### src/rtl/min_sum_pkg.sv
// Shared types and sizing helpers for the min-sum decoder controller and datapath.
package min_sum_pkg;

    localparam int unsigned MAX_ITER_DEF = 16;
    localparam int unsigned VN_CYC_DEF   = 2;
    localparam int unsigned CN_CYC_DEF   = 2;

    typedef enum logic [2:0] {
        IDLE = 3'd0,
        LOAD = 3'd1,
        VN   = 3'd2,
        CN   = 3'd3,
        SYND = 3'd4,
        DONE = 3'd5
    } ctrl_state_e;

    function automatic int unsigned iter_w(input int unsigned max_iter);
        return $clog2(max_iter + 1);
    endfunction

    function automatic int unsigned phase_w(input int unsigned vn_cyc, input int unsigned cn_cyc);
        return $clog2(((vn_cyc > cn_cyc) ? vn_cyc : cn_cyc) + 1);
    endfunction

endpackage

### src/rtl/phase_timer.sv
// Loadable down-counter; done_c marks the last cycle of a loaded phase.
module phase_timer #(
    parameter int unsigned W = 2
) (
    input  logic         clk,
    input  logic         rst,
    input  logic         load,
    input  logic [W-1:0] load_val,
    output logic         done_c
);

    logic [W-1:0] cnt;

    // Stops at zero so an idle timer never wraps into a spurious done.
    always_ff @(posedge clk or negedge rst) begin
        if (!rst) begin
            cnt <= '0;
        end else if (load) begin
            cnt <= load_val;
        end else if (cnt != '0) begin
            cnt <= cnt - W'(1);
        end
    end

    assign done_c = (cnt == W'(1));

endmodule

### src/rtl/min_sum_iter_ctrl.sv
// Iteration sequencer for the min-sum decoder: load, VN/CN phases, optional syndrome stop.
// Early termination is built only when MIN_SUM_EARLY_TERM_EN is defined.
module min_sum_iter_ctrl
    import min_sum_pkg::*;
#(
    parameter int unsigned MAX_ITER = MAX_ITER_DEF,
    parameter int unsigned VN_CYC   = VN_CYC_DEF,
    parameter int unsigned CN_CYC   = CN_CYC_DEF,
    localparam int unsigned ITER_W  = iter_w(MAX_ITER)
) (
    input  logic              clk,
    input  logic              rst,
    input  logic              in_valid,
    output logic              in_ready,
    input  logic [ITER_W-1:0] iter_limit,
    output logic              llr_load,
    output logic              vn_en,
    output logic              cn_en,
    output logic              first_iter,
    output logic              synd_chk,
    input  logic              syndrome_ok,
    output logic              out_valid,
    input  logic              out_ready,
    output logic [ITER_W-1:0] iter_count,
    output logic              converged
);

    localparam int unsigned PH_W = phase_w(VN_CYC, CN_CYC);

    ctrl_state_e       state_q, state_d;
    logic [ITER_W-1:0] lim_q, lim_d, lim_req_c, iter_d;
    logic              conv_d;
    logic              ph_load_c, ph_done_c;
    logic [PH_W-1:0]   ph_val_c;

`ifndef MIN_SUM_EARLY_TERM_EN
    logic unused_syndrome_ok;
    assign unused_syndrome_ok = syndrome_ok;
`endif

    phase_timer #(.W(PH_W)) u_phase_timer (
        .clk      (clk),
        .rst      (rst),
        .load     (ph_load_c),
        .load_val (ph_val_c),
        .done_c   (ph_done_c)
    );

    // Requested limit clamped into [1, MAX_ITER].
    always_comb begin
        lim_req_c = (iter_limit == '0) ? ITER_W'(1) : iter_limit;
        if (lim_req_c > ITER_W'(MAX_ITER)) begin
            lim_req_c = ITER_W'(MAX_ITER);
        end
    end

    always_comb begin
        state_d   = state_q;
        lim_d     = lim_q;
        iter_d    = iter_count;
        conv_d    = converged;
        ph_load_c = 1'b0;
        ph_val_c  = '0;

        case (state_q)
            IDLE: begin
                if (in_valid && in_ready) begin
                    lim_d   = lim_req_c;
                    iter_d  = '0;
                    conv_d  = 1'b0;
                    state_d = LOAD;
                end
            end
            LOAD: state_d = VN;
            VN: begin
                if (ph_done_c) state_d = CN;
            end
            CN: begin
                if (ph_done_c) begin
`ifdef MIN_SUM_EARLY_TERM_EN
                    state_d = SYND;
`else
                    iter_d  = iter_count + ITER_W'(1);
                    state_d = (iter_d == lim_q) ? DONE : VN;
`endif
                end
            end
`ifdef MIN_SUM_EARLY_TERM_EN
            SYND: begin
                iter_d = iter_count + ITER_W'(1);
                if (syndrome_ok) begin
                    conv_d  = 1'b1;
                    state_d = DONE;
                end else begin
                    state_d = (iter_d == lim_q) ? DONE : VN;
                end
            end
`endif
            DONE: begin
                if (out_ready) state_d = IDLE;
            end
            default: state_d = IDLE;
        endcase

        // Timer reloads on every phase entry.
        if (state_d != state_q && state_d == VN) begin
            ph_load_c = 1'b1;
            ph_val_c  = PH_W'(VN_CYC);
        end else if (state_d != state_q && state_d == CN) begin
            ph_load_c = 1'b1;
            ph_val_c  = PH_W'(CN_CYC);
        end
    end

    // Strobes are decoded from the next state so every output is a flop.
    always_ff @(posedge clk or negedge rst) begin
        if (!rst) begin
            state_q    <= IDLE;
            lim_q      <= '0;
            iter_count <= '0;
            converged  <= 1'b0;
            in_ready   <= 1'b1;
            llr_load   <= 1'b0;
            vn_en      <= 1'b0;
            cn_en      <= 1'b0;
            first_iter <= 1'b0;
            synd_chk   <= 1'b0;
            out_valid  <= 1'b0;
        end else begin
            state_q    <= state_d;
            lim_q      <= lim_d;
            iter_count <= iter_d;
            converged  <= conv_d;
            in_ready   <= (state_d == IDLE);
            llr_load   <= (state_d == LOAD);
            vn_en      <= (state_d == VN);
            cn_en      <= (state_d == CN);
            first_iter <= (state_d == VN) && (iter_d == '0);
`ifdef MIN_SUM_EARLY_TERM_EN
            synd_chk   <= (state_d == SYND);
`else
            synd_chk   <= 1'b0;
`endif
            out_valid  <= (state_d == DONE);
        end
    end

endmodule

### config.mk
export PLATFORM = sky130hd
export DESIGN_NAME = min_sum_iter_ctrl
export DESIGN_NICKNAME = d
export VERILOG_FILES = /design/src/rtl/min_sum_pkg.sv /design/src/rtl/phase_timer.sv /design/src/rtl/min_sum_iter_ctrl.sv
export SDC_FILE = /design/constraint.sdc
export NUM_CORES = 1
export LEC_CHECK = 0
export ABC_CLOCK_PERIOD_IN_PS = 4300
export BUFFER_PORTS_ARGS = -buffer_cell sky130_fd_sc_hd__buf_2
export CAP_MARGIN = 10
export CORE_ASPECT_RATIO = 1.4
export CORE_MARGIN = 2
export CORE_UTILIZATION = 55
export CTS_CLUSTER_SIZE = 10
export DETAILED_ROUTE_END_ITERATION = 8
export GPL_ROUTABILITY_DRIVEN = 0
export PLACE_DENSITY_LB_ADDON = 0.12
export SYNTH_ARGS = -nofsm -noshare
export SYNTH_HDL_FRONTEND = slang
export SYNTH_HIERARCHICAL = 1
export SYNTH_SLANG_ARGS = --single-unit
### constraint.sdc
create_clock -name clk -period 4.3 [get_ports clk]
set_input_delay 0.215 -clock clk [delete_from_list [all_inputs] [get_ports clk]]
set_output_delay 0.215 -clock clk [all_outputs]
set_load 0.005 [all_outputs]
======== Word level (Yosys, flattened, before mapping) ========
Cells that the tools add are included.
storage, ports and cells
  word-level logic and storage cells ...... 52
  ROM bits ................................ 0
  input bits .............................. 10
  memories ................................ 0
  bits in latches ......................... 0
  RAM bits ................................ 0
  output and inout bits ................... 13
  register bits ........................... 21
cells by class
  equal/unequal tests ..................... 11
  reductions and logical operators ........ 11
  add/sub/neg operators ................... 2
  bitwise logic cells ..................... 0
  shift operators ......................... 0
  div/mod/pow operators ................... 0
  $mul .................................... 0
  mux-type cells .......................... 17
  order comparisons ....................... 1
operators with widths
  operator                                          count
  2-to-1 mux 5 bit                                  4
  2-to-1 mux 3 bit                                  5
  one-hot mux 3 bit (5 select lines)                1
  == test 3 x 2 -> 1 bit, second input constant     4
  zero test 5 bit                                   2
  one-hot mux 5 bit (2 select lines)                1
  2-to-1 mux 2 bit                                  4
  == test 3 x 1 -> 1 bit, second input constant     2
  == test 3 bit, second input constant              2
  zero test 3 bit                                   2
  adder 5 x 1 -> 5 bit, second input constant       1
  == test 5 bit                                     1
  > comparator 5 bit, second input constant         1
  logical AND 1 bit                                 4
  nonzero test 2 bit                                2
  != test 3 bit                                     1
  == test 2 x 1 -> 1 bit, second input constant     1
  2-to-1 mux 1 bit                                  2
  AND reduction 2 bit                               1
  subtractor 2 x 1 -> 2 bit, second input constant  1

======== Depth between registers and ports, before layout ========
Gate-level depths: netlist (run 1).
  depth in word-level cells ............... 10
  depth in mapped cells ................... 8
  depth with buffers taken out ............ 8

======== By module ========
Netlist (run 1), hierarchy kept.
modules (own cells, without submodules)
  module             instances  seq. area each (sq um)  cells each  area each (sq um)
  min_sum_iter_ctrl  1          476.7                   108         1056.0
  phase_timer        1          50.0                    13          136.4

======== Least setup slack after synthesis (run 1) ========
No wires, ideal clock.
  kind .................................... register to register
  from .................................... register iter_count[0]
  to ...................................... register u_phase_timer.cnt[1]
  arrival ................................. 1797 ps
  data required time ...................... 4208 ps
  cell stages (with the launch flop) ...... 8
  path slack .............................. 2411 ps
  clock period less this slack ............ 1889 ps
  setup time .............................. 92 ps
  buffers on the path ..................... 0
  path through ............................ dfrtp_1 ha_1 xor2_1 xnor2_1 nand2_1 nor3_2 nor3_1 o31ai_2
between the ends
  cells in the longest elaborated chain, start to end .. 10
  elaborated cells on any way between the ends .. 16
  classes of those cells .................. 1 x add/sub; 4 x eq/ne; 8 x mux; 3 x reduce/logical
ends and longest elaborated chain
  item                                                     RTL line                                            text
  from (decl)                                              min_sum_iter_ctrl.sv:24                             output logic [ITER_W-1:0] iter_count,
  from (signal assigned)                                   min_sum_iter_ctrl.sv:132                            iter_count <= iter_d;
  adder 5 x 1 -> 5 bit *                                   min_sum_iter_ctrl.sv:83                             iter_d = iter_count + ITER_W'(1);
  == test 5 bit *                                          min_sum_iter_ctrl.sv:84                             state_d = (iter_d == lim_q) ? DONE : VN;
  2-to-1 mux 3 bit *                                       min_sum_iter_ctrl.sv:84
  2-to-1 mux 3 bit *                                       min_sum_iter_ctrl.sv:79                             if (ph_done_c) begin
  one-hot mux 3 bit (5 select lines) *                     min_sum_iter_ctrl.sv:65                             case (state_q)
  != test 3 bit or == test 3 x 2 -> 1 bit (tied branches)  min_sum_iter_ctrl.sv:106, min_sum_iter_ctrl.sv:109
  logical AND 1 bit                                        min_sum_iter_ctrl.sv:109                            end else if (state_d != state_q && state_d == CN) begin
  2-to-1 mux 1 bit                                         min_sum_iter_ctrl.sv:109
  2-to-1 mux 1 bit *                                       min_sum_iter_ctrl.sv:106                            if (state_d != state_q && state_d == VN) begin
  named net ph_load_c                                      min_sum_iter_ctrl.sv:33                             logic ph_load_c, ph_done_c;
  2-to-1 mux 2 bit or nonzero test 2 bit (tied branches)   n/a
  to (signal assigned)                                     phase_timer.sv:19                                   cnt <= load_val;
  to (signal assigned)                                     phase_timer.sv:21                                   cnt <= cnt - W'(1);
  to (decl)                                                phase_timer.sv:12                                   logic [W-1:0] cnt;
The timed path passes the listed nets; every way through them passes the cells marked *.
A chain may end at the register's enable or synchronous reset.

======== Worst setup path in the final report (run 1) ========
Same ends and word-level chain as after synthesis.

==> metrics.md, run 1 <==
| Metric | Value |
|---|---|
| Status | `finished, final reports clean` |
| Simple-Gate Fraction of Synth Area | `22.14%` |
| Worst-Margin Slew | `0.4968 ns` |
| Switching share of total power | `42.01%` |
| Synth top area share | `41.97%` |
| Max-cap check violation count | `0` |
| TritonCTS clock tree | `done` |
| Minimum clock period | `2.183 ns` |
| Clk_lat worst skew | `0.31 ns` |
| Finished Core Util | `65.16%` |
| Top-count cell post-synth | `dfrtp_1` |
| Post-CTS Resized | `0` |
| Max-slew violation count | `0` |
| Max Clk Rate | `458.1 MHz` |
| Vias in the first global route | `938` |
| Library cells used by synthesis | `39` |
| Via-to-Cell Ratio | `5.881` |
| Power Total | `893.8 uW` |
| NetSw | `375.5 uW` |
| Fin crit share | `50.77%` |
| Pre-CTS setup slack | `2.174 ns` |
| Int Pwr | `518.3 uW` |
| TritonCTS buffer count | `3` |
| Most common flop cell mapped by yosys | `dfrtp_1` |
| Seq pwr share | `40.0%` |
| Syn_area_per_cell | `9.854 sq um` |
| Startpoint types | `register` |
| Vias | `935` |
| Initial antenna violation count | `0` |
| Post-Place Cells | `154` |
| I/O pin count | `23` |
| Worst path max stage delay | `0.50 ns` |
| WP data required | `4.53 ns` |
| EDFF count, synth | `0` |
| Die area | `2562 sq um` |
| Routed Antenna Nets | `0` |
| Number of remaining DRC errors | `0` |
| Detailed placer's ending HPWL | `1609 um` |
| Clock power frac | `10.9%` |
| Area contributors post-synth | `dfrtp_1, xnor2_1, o21ai_0` |
| Area Growth Syn to Fin | `9.129%` |
| Synth cell count leaders | `dfrtp_1, nand2_1, o21ai_0` |
| Yosys warns | `6` |
| Antenna cells | `0` |
| RSZ-0062 raised after global routing | `false` |
| Die Span X | `43.35 um` |
| Critical Path, Cell by Cell | `ha_1, nand3_2, xnor2_1, nand2_1, nor3_2, nor3_1, o31ai_2` |
| Synth Area in XOR/XNOR | `8.080%` |
| P_leak | `0.0006296 uW` |
| Clock Sinks | `21` |
| DIE HEIGHT | `59.09 um` |
| Arrival time of the worst setup path | `2.41 ns` |
| Core ar. | `1997 sq um` |
| Layout cells sized above 1 | `21.74%` |
| Starting density of the core | `59.71%` |
| First-pass GRT wire length | `3705 um` |
| Clock transition at the registers of the reported paths | `0.12 ns` |
| Worst Path Max Fanout | `8` |
| Setup WS post-layout | `2.117 ns` |
| Multiplexer share of the synthesized area | `0.8395%` |
| Clock Root Buffer | `clkbuf_4` |
| Post-synthesis register bit count | `21` |
| H-Tree Depth | `1` |
| Pwr dens | `686.9 nW/um^2` |
| Final hold viol count | `0` |
| Std cell rows | `19` |
| Post-CTS setup buffer count | `0` |
| GR Overflow Total | `0` |
| CP max-delay cell | `dfrtp_1` |
| Worst Hold Class | `primary input to register` |
| Pre-Repair DR Iteration Count | `4` |
| Port Buf Inserts | `19` |
| Synth Area in Compound Gates | `15.01%` |
| Share of flip-flops with an asynchronous set or reset | `100.0%` |
| Post-Layout Cell Count | `159` |
| Combinational share of power | `49.1%` |
| Seq/Total Area, Yosys | `44.18%` |
| Adder-cell share of the synthesized area | `3.148%` |
| Final setup viols | `0` |
| Cells after Synth | `121` |
| Overall Global Routing Usage | `19.05%` |
| Yosys top cell by area | `dfrtp_1` |
| Drt total wl | `2135 um` |
| Pin count of the biggest net entering global routing | `22` |
| 1st-iter DRT viols | `21` |
| Mapped Area | `1192 sq um` |
| Relative slew margins | `66.62%` |
| Routed WL per cell | `13.43 um` |
| Worst R2R Setup Slack | `2.12 ns` |
| Clock Skew | `0.002902 ns` |
| Final #Nets | `152` |
| Setup Total Neg Slack | `0 ns` |
| Max Buffers Root-to-Sink | `2` |
| Main combinational cell family by area after synthesis | `simple AND/OR/NAND/NOR gates` |
| VDD IR-drop max | `410.5 uV` |
| Setup crit end kind | `register` |
| FILL cells | `182` |
| Critical path class | `register to register` |
## kinds of logic (layout without fill, tap and decap cells)
logic type,Yosys count,in the layout
AOI/OAI and AO/OA,26,26
other,1,3
xor gates and xnor gates,11,11
muxes,1,1
buffers and inverters,14,29
and+or+nand+nor,44,44
DFF,21,21
adders and majority gates,3,3
## path summary, 6_finish.rpt
path / startpoint / end / cells past startpoint
min reg2reg: lim_q[4]$_DFFE_PN0P_ / lim_q[4]$_DFFE_PN0P_ / 2
min in group asynchronous: rst / vn_en$_DFF_PN0_ / 2
min: iter_limit[4] / lim_q[0]$_DFFE_PN0P_ / 2
max: iter_count[0]$_DFF_PN0_ / u_phase_timer/cnt[1]$_DFFE_PN0P_ / 7
max in group asynchronous: rst / in_ready$_DFF_PN1_ / 2
max reg2reg: iter_count[0]$_DFF_PN0_ / u_phase_timer/cnt[1]$_DFFE_PN0P_ / 7
## sequential cells by signal (all words and copies together), names as in the netlist
name and count:
cn_en 1, lim_q 5, llr_load 1, out_valid 1
first_iter 1, u_phase_timer/cnt 2, vn_en 1, iter_count 5
state_q 3, in_ready 1
## cells in the final DEF (no fill, tap or decap), types with 2 or more instances in the layout
| cell | netlist | final |
|---|---|---|
| nor2_1 | 6 | 6 |
| inv_1 | 5 | 5 |
| conb_1 | 1 | 3 |
| o21ai_0 | 12 | 12 |
| nor2b_4 | 2 | 2 |
| xor2_1 | 4 | 4 |
| xnor2_1 | 7 | 7 |
| buf_2 | 3 | 19 |
| clkbuf_4 | 0 | 3 |
| nand2_1 | 14 | 14 |
| nor3_1 | 4 | 4 |
| nand3_1 | 4 | 4 |
| nor2b_1 | 3 | 3 |
| dfrtp_1 | 20 | 20 |
| ha_1 | 3 | 3 |
| o31ai_1 | 4 | 4 |
| nand2b_1 | 3 | 3 |
## critical path, delay by kind of cell (launching register included)
family          cells  cell delay (ns)
simple gates        4             0.83
flops               1             0.50
compound gates      1             0.26
xor+xnor            1             0.20
fa+ha+maj           1             0.32
## metrics by stage
| stage | hold slack (ns) | cell area, sq um |
|---|---|---|
| floorplan | -0.08059 | 1200 |
| global placement | 0.1861 | 1265 |
| detailed placement | 0.1903 | 1265 |
| CTS | 0.1234 | 1301 |
| global route | 0.1510 | 1301 |
| finish | 0.1281 | 1301 |
## routing by layer
metal	global-route usage (%)	wire length, um	vias to the layer above
met5	0	0	-
met4	12.55	36	0
met3	2.134	63	6
met2	32.20	1112	22
met1	22.49	923	455
li1	-	-	452
## power by group through the flow
stage / Sequential, uW / Combinational, uW / Clock (uW)
2_1_floorplan: 317 / 395 / 0
3_3_place_gp: 355 / 425 / 0
3_5_place_dp: 361 / 441 / 0
4_1_cts: 356 / 443 / 100
5_1_grt: 367 / 500 / 105
6_report: 358 / 439 / 97.2
## area by class of cell
type                       instances  area (sq um)  area share, %
inverter                           5         18.77          1.442
clock buffer                       4         26.28          2.019
timing repair buffer              20         105.1          8.077
multi-input combinational         88         598.1          45.96
tap                               21         26.28          2.019
sequential                        21         526.8          40.48
## repair_timing
| item | CTS | global route |
|---|---|---|
| hold endpoints to repair | 20 | 0 |
| hold buffers | 1 | 0 |
| setup endpoints to repair | 0 | 0 |
(Power assumes the default switching activity.)
==> inputs of run 2 (changes only) <==
Settings changed: ABC_CLOCK_PERIOD_IN_PS 4300 to 1950, CORE_UTILIZATION 55 to 48.
Clock period 4.3 ns to 1.95 ns, I/O delays scaled along.
==> run 2 against run 1 <==
Critical path type unchanged. Critical path depth down 1. Power up 130%. Largest power group unchanged. Final area up 5.2%. Clock skew up 0.0032 ns.
==> metrics.md, run 2 (synthesis results as in run 1) <==
| Metric | Value |
|---|---|
| Minimum clock period | `1.811 ns (-0.3715 ns)` |
| Core ar. | `2365 sq um (+18%)` |
| Status | `finished, final reports clean` |
| Die Span X | `46.13 um (+6.4%)` |
| Max Buffers Root-to-Sink | `2 (unchanged)` |
| TritonCTS clock tree | `done` |
| WP data required | `2.16 ns (-2.37 ns)` |
| Switching share of total power | `40.40% (-1.6 points)` |
| Initial antenna violation count | `0 (unchanged)` |
| CP max-delay cell | `dfrtp_1` |
| Antenna cells | `0 (unchanged)` |
| Design area | `1369 sq um (+5.2%)` |
| Biggest regs | `iter_count (5), lim_q (5), state_q (3)` |
| Worst R2R Setup Slack | `0.14 ns (-1.98 ns)` |
| Clock transition at the registers of the reported paths | `0.12 ns (about the same)` |
| Max Clk Rate | `552.0 MHz (+21%)` |
| Vias | `920 (-1.6%)` |
| Number of remaining DRC errors | `0 (unchanged)` |
| Worst Hold Class | `primary input to register` |
| Max-cap check violation count | `0 (unchanged)` |
| First-pass GRT wire length | `3781 um (+2.1%)` |
| TritonCTS buffer count | `3 (unchanged)` |
| Hold path cells | `2 (unchanged)` |
| Detailed placer's ending HPWL | `1644 um (+2.2%)` |
| Final hold viol count | `0 (unchanged)` |
| Layout cells sized above 1 | `26.21% (+4.5 points)` |
| Worst hold start | `iter_limit[4]` |
| Pin count of the biggest net entering global routing | `22 (unchanged)` |
| Setup Total Neg Slack | `0 ns (unchanged)` |
| Clock Skew | `0.006123 ns (+0.003221 ns)` |
| Setup crit end kind | `register` |
| Port Buf Inserts | `19 (unchanged)` |
| Commonest non-fill, non-tap cell in the layout | `dfrtp_1` |
| Worst Path Buf+Inv | `0 (unchanged)` |
| Cells on worst reg2reg path | `6 (-1)` |
| Area Growth Syn to Fin | `14.80%` |
| Arrival time of the worst setup path | `2.02 ns (-0.39 ns)` |
| Commonest non-fill, non-tap cells in the layout | `dfrtp_1, buf_2, nand2_1` |
| Starting density of the core | `50.42% (-9.3 points)` |
| DIE HEIGHT | `62.97 um (+6.6%)` |
| Routed WL per cell | `12.99 um (-3.3%)` |
| Vias in the first global route | `881 (-6.1%)` |
| Final #Nets | `159 (+4.6%)` |
| FF-to-FF End | `first_iter$_DFF_PN0_` |
| Clock Root Buffer | `clkbuf_4` |
| Std cell rows | `21 (+2)` |
| Worst Hold Endpoint | `lim_q[0]$_DFFE_PN0P_` |
| Die area | `2904 sq um (+13%)` |
| H-Tree Depth | `1 (unchanged)` |
| Pre-Repair DR Iteration Count | `4 (unchanged)` |
| Clock power frac | `10.0% (-0.9 points)` |
| Seq pwr share | `36.8% (-3.2 points)` |
| NetSw | `838.6 uW (+120%)` |
| I/O pin count | `23 (unchanged)` |
| Worst path max stage delay | `0.43 ns (-0.07 ns)` |
| Via-to-Cell Ratio | `5.476 (-6.9%)` |
| Post-CTS setup buffer count | `0 (unchanged)` |
| Clock Sinks | `21 (unchanged)` |
| Fin crit share | `92.90% (+42 points)` |
| Routed Antenna Nets | `0 (unchanged)` |
| Critical path class | `register to register` |
| Pwr dens | `1516 nW/um^2 (+120%)` |
| Setup WS post-layout | `0.1385 ns (-1.979 ns)` |
| Clk_lat worst skew | `0.30 ns (about the same)` |
| Worst Path Max Fanout | `5 (-3)` |
| Top Family by Delay on Critical Path | `compound AO/OA/AOI/OAI gates` |
| Pre-CTS setup slack | `0.09117 ns (-2.083 ns)` |
| Startpoint types | `register` |
| P_leak | `0.0006629 uW (+5.3%)` |
| FF-to-FF Start | `iter_count[0]$_DFF_PN0_` |
| Combinational share of power | `53.2% (+4.1 points)` |
| Int Pwr | `1237 uW (+140%)` |
| Drt total wl | `2182 um (+2.2%)` |
| VDD IR-drop max | `717.3 uV (+75%)` |
| RSZ-0062 raised after global routing | `false` |
| Max-slew violation count | `0 (unchanged)` |
| Final setup viols | `0 (unchanged)` |
| Overall Global Routing Usage | `17.23% (-1.8 points)` |
| GR Overflow Total | `0 (unchanged)` |
| Post-DP Area | `1320 sq um (+4.4%)` |
| Critical Path, Cell by Cell | `ha_4, or2b_1, o2111ai_1, a221o_1, a311o_1, nor4_2` |
| 1st-iter DRT viols | `31 (+48%)` |
| Finished Core Util | `57.88% (-7.3 points)` |
run 2: cell count changes in the layout (fill, tap and decap cells not counted):
| cell | change |
|---|---|
| ha_4 | +1 |
| buf_4 | +7 |
| ha_1 | -1 |
run 2: worst max-delay path by stage:
stage	endpoint	from	slack (ns)	depth (start not counted)
finish	first_iter$_DFF_PN0_	iter_count[0]$_DFF_PN0_	0.14	6
global route	u_phase_timer/cnt[1]$_DFFE_PN0P_	iter_count[2]$_DFF_PN0_	0.006	7
CTS	first_iter$_DFF_PN0_	iter_count[0]$_DFF_PN0_	0.05	6
detailed placement	first_iter$_DFF_PN0_	iter_count[0]$_DFF_PN0_	0.09	6
global placement	first_iter$_DFF_PN0_	iter_count[0]$_DFF_PN0_	0.10	6
floorplan	u_phase_timer/cnt[1]$_DFFE_PN0P_	iter_count[0]$_DFF_PN0_	0.06	7
run 2: timing repair:
item / CTS / global route
hold buffers: 1 / 0
gates resized for setup: 0 / 2
setup endpoints to repair: 0 / 3
hold endpoints to repair: 20 / 0
run 2: power by group through the flow:
stage          Sequential [uW]  Combinational, uW  Clock [uW]
6_report                   764               1100         208
5_1_grt                    794               1250         237
4_1_cts                    755               1090         218
3_5_place_dp               764               1090           0
3_3_place_gp               757               1050           0
2_1_floorplan              699                872           0
run 2: layout make-up:
cell class	instances	area, sq um
clock buffer	4	26.28
fill	226	996.0
timing repair buffer	27	157.7
sequential	21	526.8
tap	23	28.78
inverter	5	18.77
multi-input combinational	88	610.6
run 2: metrics by stage:
stage               power (uW)  hold slack, ns  std cells
finish                    2075         0.02362        168
global route              2276         0.03897        168
CTS                       2064         0.01913        168
detailed placement        1851         0.09129        163
global placement          1811         0.07288        163
floorplan                 1570         -0.1981        123
run 2: per-layer routing:
metal	track usage (%)	up-vias	share of wire, %
met5	0	-	0
met4	6.429	0	2.2
met3	2.601	6	3.0
met2	27.43	20	50
met1	22.71	433	45
li1	-	461	-
